**src/rtl/hatch_if.sv**
```systemverilog
// hatch_if: button/sensor inputs and display outputs of the hatch controller.
interface hatch_if;
   logic       start_btn;
   logic       pause_btn;
   logic       temp_in;
   logic [3:0] num;
   logic       st;
   logic       temp;
   logic       done;

   modport master (output start_btn, pause_btn, temp_in,
                   input  num, st, temp, done);
   modport slave  (input  start_btn, pause_btn, temp_in,
                   output num, st, temp, done);
endinterface

```
**src/rtl/hatch_ctrl.sv**
```systemverilog
// hatch_ctrl: staged hatch timer with start/clear, pause/resume and over-temperature hold.
// Define HATCH_DEBOUNCE_EN to require 20 stable cycles on each button before edge detection.
module hatch_ctrl #(
   parameter int unsigned TICKS_PER_SEC = 1000,
   parameter int unsigned SEC_PER_STAGE = 5,
   parameter logic [3:0]  LAST_STAGE    = 4'd11
) (
   input logic    clk,
   input logic    rst,
   hatch_if.slave bus
);

   localparam int unsigned PW = (TICKS_PER_SEC > 1) ? $clog2(TICKS_PER_SEC) : 1;
   localparam int unsigned SW = (SEC_PER_STAGE > 1) ? $clog2(SEC_PER_STAGE) : 1;
   localparam logic [PW-1:0] PRE_LAST = PW'(TICKS_PER_SEC - 1);
   localparam logic [SW-1:0] SEC_LAST = SW'(SEC_PER_STAGE - 1);

   typedef enum logic [2:0] {IDLE, RUN, PAUSE, ALARM, DONE} state_t;

   state_t        state_q, state_d;
   logic [PW-1:0] presc_q, presc_d;
   logic [SW-1:0] sec_q, sec_d;
   logic [3:0]    num_q, num_d;
   logic          st_q, temp_q, done_q;

   logic [1:0] start_sync, pause_sync, temp_sync;
   logic [1:0] warm;
   logic       start_arm, pause_arm;
   logic       start_prev, pause_prev;
   logic       start_lvl_c, pause_lvl_c;
   logic       start_press_c, pause_press_c;

   // Synchronizers; warm marks when sync stage 2 holds a real post-reset sample,
   // and a button only arms after it has been seen low, so a held button never presses.
   always_ff @(posedge clk or posedge rst) begin
      if (rst) begin
         start_sync <= '0;
         pause_sync <= '0;
         temp_sync  <= '0;
         warm       <= '0;
         start_arm  <= 1'b0;
         pause_arm  <= 1'b0;
         start_prev <= 1'b0;
         pause_prev <= 1'b0;
      end else begin
         start_sync <= {start_sync[0], bus.start_btn};
         pause_sync <= {pause_sync[0], bus.pause_btn};
         temp_sync  <= {temp_sync[0], bus.temp_in};
         warm       <= {warm[0], 1'b1};
         start_arm  <= start_arm | (warm[1] & ~start_sync[1]);
         pause_arm  <= pause_arm | (warm[1] & ~pause_sync[1]);
         start_prev <= start_lvl_c;
         pause_prev <= pause_lvl_c;
      end
   end

`ifdef HATCH_DEBOUNCE_EN
   localparam int unsigned DBW     = 5;
   localparam logic [DBW-1:0] DB_LAST = DBW'(19);

   logic           start_db, pause_db;
   logic [DBW-1:0] start_cnt, pause_cnt;

   // Filtered level flips only after 20 consecutive samples disagree with it.
   always_ff @(posedge clk or posedge rst) begin
      if (rst) begin
         start_db  <= 1'b0;
         pause_db  <= 1'b0;
         start_cnt <= '0;
         pause_cnt <= '0;
      end else begin
         if (start_sync[1] == start_db) begin
            start_cnt <= '0;
         end else if (start_cnt == DB_LAST) begin
            start_db  <= start_sync[1];
            start_cnt <= '0;
         end else begin
            start_cnt <= start_cnt + DBW'(1);
         end
         if (pause_sync[1] == pause_db) begin
            pause_cnt <= '0;
         end else if (pause_cnt == DB_LAST) begin
            pause_db  <= pause_sync[1];
            pause_cnt <= '0;
         end else begin
            pause_cnt <= pause_cnt + DBW'(1);
         end
      end
   end

   assign start_lvl_c = start_db;
   assign pause_lvl_c = pause_db;
`else
   assign start_lvl_c = start_sync[1];
   assign pause_lvl_c = pause_sync[1];
`endif

   assign start_press_c = start_lvl_c & ~start_prev & start_arm;
   assign pause_press_c = pause_lvl_c & ~pause_prev & pause_arm;

   // Next-state logic; RUN counts on every edge, including the one that leaves RUN.
   always_comb begin
      state_d = state_q;
      presc_d = presc_q;
      sec_d   = sec_q;
      num_d   = num_q;
      case (state_q)
         IDLE: begin
            presc_d = '0;
            sec_d   = '0;
            num_d   = '0;
            if (start_press_c) state_d = RUN;
         end
         RUN: begin
            if (presc_q == PRE_LAST) begin
               presc_d = '0;
               if (sec_q == SEC_LAST) begin
                  sec_d = '0;
                  num_d = num_q + 4'd1;
               end else begin
                  sec_d = sec_q + SW'(1);
               end
            end else begin
               presc_d = presc_q + PW'(1);
            end
            if (num_d == LAST_STAGE)  state_d = DONE;
            else if (temp_sync[1])    state_d = ALARM;
            else if (pause_press_c)   state_d = PAUSE;
         end
         PAUSE: if (pause_press_c) state_d = RUN;
         ALARM: if (!temp_sync[1]) state_d = RUN;
         DONE: begin
            if (start_press_c) begin
               state_d = IDLE;
               num_d   = '0;
            end
         end
         default: state_d = IDLE;
      endcase
   end

   always_ff @(posedge clk or posedge rst) begin
      if (rst) begin
         state_q <= IDLE;
         presc_q <= '0;
         sec_q   <= '0;
         num_q   <= '0;
         st_q    <= 1'b0;
         temp_q  <= 1'b0;
         done_q  <= 1'b0;
      end else begin
         state_q <= state_d;
         presc_q <= presc_d;
         sec_q   <= sec_d;
         num_q   <= num_d;
         st_q    <= (state_d != IDLE);
         temp_q  <= (state_d != IDLE) & temp_sync[1];
         done_q  <= (state_d == DONE);
      end
   end

   assign bus.num  = num_q;
   assign bus.st   = st_q;
   assign bus.temp = temp_q;
   assign bus.done = done_q;

endmodule

```
**src/flat_wrapper.sv**
```systemverilog
// flat-port wrapper written by rule: the top's interface ports become plain ports
module hatch_ctrl_flat 
#(
   parameter int unsigned TICKS_PER_SEC = 1000,
   parameter int unsigned SEC_PER_STAGE = 5,
   parameter logic [3:0]  LAST_STAGE    = 4'd11
)
  (clk, rst, bus_start_btn, bus_pause_btn, bus_temp_in, bus_num, bus_st, bus_temp, bus_done);
  hatch_if bus_i ();
  input logic clk;
  input logic rst;
  input wire logic [$bits(bus_i.start_btn)-1:0] bus_start_btn;
  input wire logic [$bits(bus_i.pause_btn)-1:0] bus_pause_btn;
  input wire logic [$bits(bus_i.temp_in)-1:0] bus_temp_in;
  output wire logic [$bits(bus_i.num)-1:0] bus_num;
  output wire logic [$bits(bus_i.st)-1:0] bus_st;
  output wire logic [$bits(bus_i.temp)-1:0] bus_temp;
  output wire logic [$bits(bus_i.done)-1:0] bus_done;
  assign bus_i.start_btn = bus_start_btn;
  assign bus_i.pause_btn = bus_pause_btn;
  assign bus_i.temp_in = bus_temp_in;
  assign bus_num = bus_i.num;
  assign bus_st = bus_i.st;
  assign bus_temp = bus_i.temp;
  assign bus_done = bus_i.done;
  hatch_ctrl #(.TICKS_PER_SEC(TICKS_PER_SEC), .SEC_PER_STAGE(SEC_PER_STAGE), .LAST_STAGE(LAST_STAGE)) u_core (.clk(clk), .rst(rst), .bus(bus_i));
endmodule
```
**config.mk**
```make
export PLATFORM = sky130hd
export DESIGN_NAME = hatch_ctrl_flat
export DESIGN_NICKNAME = d
export VERILOG_FILES = /design/src/rtl/hatch_if.sv /design/src/rtl/hatch_ctrl.sv /design/src/flat_wrapper.sv
export SDC_FILE = /design/constraint.sdc
export NUM_CORES = 1
export LEC_CHECK = 0
export ABC_AREA = 0
export BUFFER_PORTS_ARGS = -buffer_cell sky130_fd_sc_hd__buf_2
export CORE_MARGIN = 5
export CORE_UTILIZATION = 33
export CTS_BUF_LIST = sky130_fd_sc_hd__clkbuf_16
export CTS_CLUSTER_SIZE = 8
export DETAILED_ROUTE_END_ITERATION = 6
export GPL_ROUTABILITY_DRIVEN = 1
export GPL_TIMING_DRIVEN = 0
export PLACE_DENSITY_LB_ADDON = 0.2
export RECOVER_POWER = 50
export SETUP_SLACK_MARGIN = 0.15
export SYNTH_ARGS = -nofsm -noshare
export SYNTH_HDL_FRONTEND = slang
export SYNTH_SLANG_ARGS = --single-unit
```
**constraint.sdc**
```tcl
create_clock -name clk -period 2.87 [get_ports clk]
set_clock_uncertainty 0.2 [all_clocks]
set_input_delay 0.574 -clock clk [delete_from_list [all_inputs] [get_ports clk]]
set_output_delay 0.574 -clock clk [all_outputs]
set_load 0.005 [all_outputs]
```
==> results.py <==
metrics = {
    "power_and_ir_drop": {
        "switching_power_uw": 464.3,
        "vdd_drop_max_mv": 0.2932,
        "p_sw_frac": 0.3028,
        "power.leakage_nw": 0.9114,
        "finalPower_mw": 1.534,
        "power_frac_comb": 0.213,
        "powerDensity_nw_per_um2": 788.7,
        "clkPwrFrac": 0.408,
        "p_int_mw": 1.069,
        "pwr-share-seq": 0.380,
    },
    "placed_design": {
        "io_buffers": 11,
        "post-place-ws_ns": 0.4601,
        "dpl.hpwl_mm": 2.309,
        "place.gp.congestion": 0.8199,
    },
    "detailed_routing": {
        "vias_per_cell": 4.888,
        "wl_per_cell_um": 13.43,
        "ant_nets": 0,
        "firstDrtPassIters": 4,
        "drcViolationCount": 0,
        "drt_iter0_markers": 80,
        "vias": 1173,
        "routed_wl_mm": 3.224,
    },
    "setup_path": {
        "slowest_stage": "nor4_4",
        "cp_max_fo": 6,
        "critPathRequiredTime_ns": 2.81,
        "crit_type": "reg2reg",
        "reg2reg_from": "u_core.sec_q[0]",
        "reg2reg_depth": 7,
        "rrSetupSlack_ns": 0.45,
        "path_cells": "inv_1, ha_1, nand2_1, nor4_4, mux2i_1, o31ai_1, a41oi_2",
        "crit_start": "u_core.sec_q[0]",
        "reg2reg_to": "u_core.bus.temp",
        "crit_end": "u_core.bus.temp",
        "startpoint_type": "register",
        "end_kind": "register",
        "slowest_delay_ns": 0.45,
        "critPathArrivalTime_ns": 2.36,
    },
    "sta": {
        "finalWorstSetupSlack_ns": 0.4477,
        "final-hold-violation-count": 0,
        "final.period_utilization": 0.8440,
        "totalNegativeSetupSlack_ns": 0,
        "relSlewSlack": 0.1151,
        "fin_crit_ns": 2.422,
        "rsz0062_at_grt": "false",
        "setup_viol": 0,
        "worst_slew_pin_slew_ns": 1.326,
        "fmax_mhz": 412.8,
        "maxSlewViolCount": 0,
        "hold_ws_ns": 0.1475,
    },
    "synth": {
        "ys_ff_latch": 35,
        "netlist_area_um2": 1633,
        "synth_edf_count": 0,
        "yosysUniqueCellTypes": 43,
        "avgSynthCellArea_um2": 10.60,
        "syn-num-nets": 163,
        "synth_top_flop_cell": "dfrtp_1",
        "synth_warnings": 0,
        "async_reset_ff_frac": 1.000,
        "yosysSeqAreaShare": 0.5364,
        "syn_inst": 154,
    },
    "global_route": {
        "grt_pass1_vias": 1226,
        "grt_overflow_total": 0,
        "antenna_found_initial": 0,
        "met1_usage": 0.1561,
        "busiest_layer": "met2",
        "track_usage": 0.1201,
        "met2_usage": 0.1838,
        "grt_pass1_wl_mm": 5.878,
        "grt_max_degree": 36,
        "use_met3": 0.03027,
    },
    "die": {
        "chipHeight_um": 80.34,
        "io_pins": 12,
        "core_region_area_um2": 4755,
        "dieArea_um2": 6455,
        "fp-row-count": 25,
        "die_w_um": 80.34,
        "start_util": 0.3434,
    },
    "clock_network": {
        "clk_latency_ns": 0.28,
        "ctsResizeCount": 0,
        "path_clk_slew_ns": 0.06,
        "cts_root_buf": "clkbuf_16",
        "clock_path_buffers": 2,
        "htree_num_levels": 2,
        "cts_tree": "yes",
        "cts_setup_buffers": 0,
        "hold_buffers": 0,
        "cts_made_buffers": 5,
        "clkSinkCount": 35,
    },
    "hold_path": {
        "worstHoldStart": "u_core.start_sync[0]",
        "hold_path.class": "reg2reg",
    },
    "finish": {
        "utilization": 0.4089,
        "drive_gt1_frac": 0.1618,
        "fin_nets": 181,
        "diodes": 0,
        "syn2layout_area_growth_pct": 19.08,
    },
    "flow_run": {
        "maxCapViolCount": 0,
    },
    "outcome": {
        "outcome": "complete, no violations",
    },
}
sequential cells by signal, summed over array words and instances, names as in the netlist:
signal             flops
u_core.presc_q        10
u_core.bus.num         4
u_core.sec_q           3
u_core.state_q         3
u_core.pause_sync      2
u_core.start_sync      2
u_core.temp_sync       2
u_core.warm            2
u_core.bus.done        1
u_core.bus.st          1
u_core.bus.temp        1
u_core.pause_arm       1
u_core.pause_prev      1
u_core.start_arm       1
u_core.start_prev      1
per-layer routing:
layer	up-vias	share of wire
met3	7	0.029
met2	12	0.46
met1	574	0.49
met5	-	0
li1	580	-
met4	0	0.022
cells in the final DEF (no fill, tap or decap), types with 2 or more instances in the layout:
| master | n |
|---|---|
| dfrtp_1 | 35 |
| nor2_1 | 16 |
| nand2_1 | 13 |
| buf_2 | 12 |
| inv_1 | 11 |
| o21ai_0 | 9 |
| a21oi_1 | 5 |
| clkbuf_16 | 5 |
| nand3_1 | 4 |
| xnor2_1 | 4 |
| ha_1 | 4 |
| clkbuf_1 | 3 |
| nand3b_1 | 3 |
| a32o_1 | 3 |
| a31oi_1 | 3 |
| nand4_1 | 3 |
| o22ai_1 | 3 |
| xor2_1 | 3 |
| nor2b_1 | 2 |
| mux2i_1 | 2 |
| a21o_1 | 2 |
| nor3_1 | 2 |
| a22oi_1 | 2 |
metrics by stage:
| step | std cells | area (µm²) |
|---|---|---|
| after global placement | 232 | 1772 |
| after CTS | 240 | 1944 |
| after detailed placement | 232 | 1772 |
| after global routing | 240 | 1944 |
| after floorplan | 154 | 1633 |
| final | 240 | 1944 |
how the worst min path moves through the flow:
stage / to / slack [ns] / cells after the start
2_1_floorplan: u_core.pause_sync[1] / 0.13 / 0
3_3_place_gp: u_core.temp_sync[1] / 0.14 / 0
3_5_place_dp: u_core.pause_sync[1] / 0.14 / 0
4_1_cts: u_core.start_sync[1] / 0.15 / 0
5_1_grt: u_core.pause_sync[1] / 0.16 / 0
6_report: u_core.start_sync[1] / 0.15 / 0
worst max-delay path, delay by kind of cell (launching register included):
family	cells	cell delay (ns)
AOI/OAI and AO/OA	2	0.60
adders and majority gates	1	0.21
buffers and inverters	1	0.09
DFF	1	0.40
muxes	1	0.21
and+or+nand+nor	2	0.57
cells by family (layout without fill, tap and decap cells):
logic type	count (synthesis)	after routing	share of synthesized area
xor gates and xnor gates	7	7	0.03755
DFF	35	35	0.5364
AOI/OAI and AO/OA	35	35	0.1487
buffers and inverters	15	34	0.03525
muxes	2	2	0.01226
and+or+nand+nor	55	55	0.1969
other	1	1	0.002297
adders and majority gates	4	4	0.03065
Yosys cell counts, types with 2 or more instances:
library cell,count,area (µm²)
a21o_1,2,15.01
a21oi_1,5,25.02
a22oi_1,2,15.01
a31oi_1,3,18.77
a32o_1,3,30.03
clkbuf_1,3,11.26
dfrtp_1,35,875.8
ha_1,4,50.05
inv_1,11,41.29
mux2i_1,2,20.02
nand2_1,13,48.80
nand3_1,4,20.02
nand3b_1,3,22.52
nand4_1,3,18.77
nor2_1,16,60.06
nor2b_1,2,12.51
nor3_1,2,10.01
o21ai_0,9,45.04
o22ai_1,3,18.77
xnor2_1,4,35.03
xor2_1,3,26.28
layout make-up:
class                      instances  area, µm²
inverter                          11      41.29
buffer                             4      16.27
sequential                        35      875.8
tap                               67      83.83
clock buffer                       5      125.1
fill                             484       2810
timing repair buffer              11      55.05
clock inverter                     3      47.55
multi-input combinational        104      699.4
power groups by stage:
| stage | Clock (mW) | Sequential (mW) | Combinational, mW |
|---|---|---|---|
| 6_report | 0.625 | 0.582 | 0.326 |
| 3_3_place_gp | 0 | 0.588 | 0.320 |
| 2_1_floorplan | 0 | 0.583 | 0.240 |
| 4_1_cts | 0.636 | 0.582 | 0.330 |
| 5_1_grt | 0.662 | 0.588 | 0.376 |
| 3_5_place_dp | 0 | 0.591 | 0.326 |
Power figures use the tool's default switching activity.
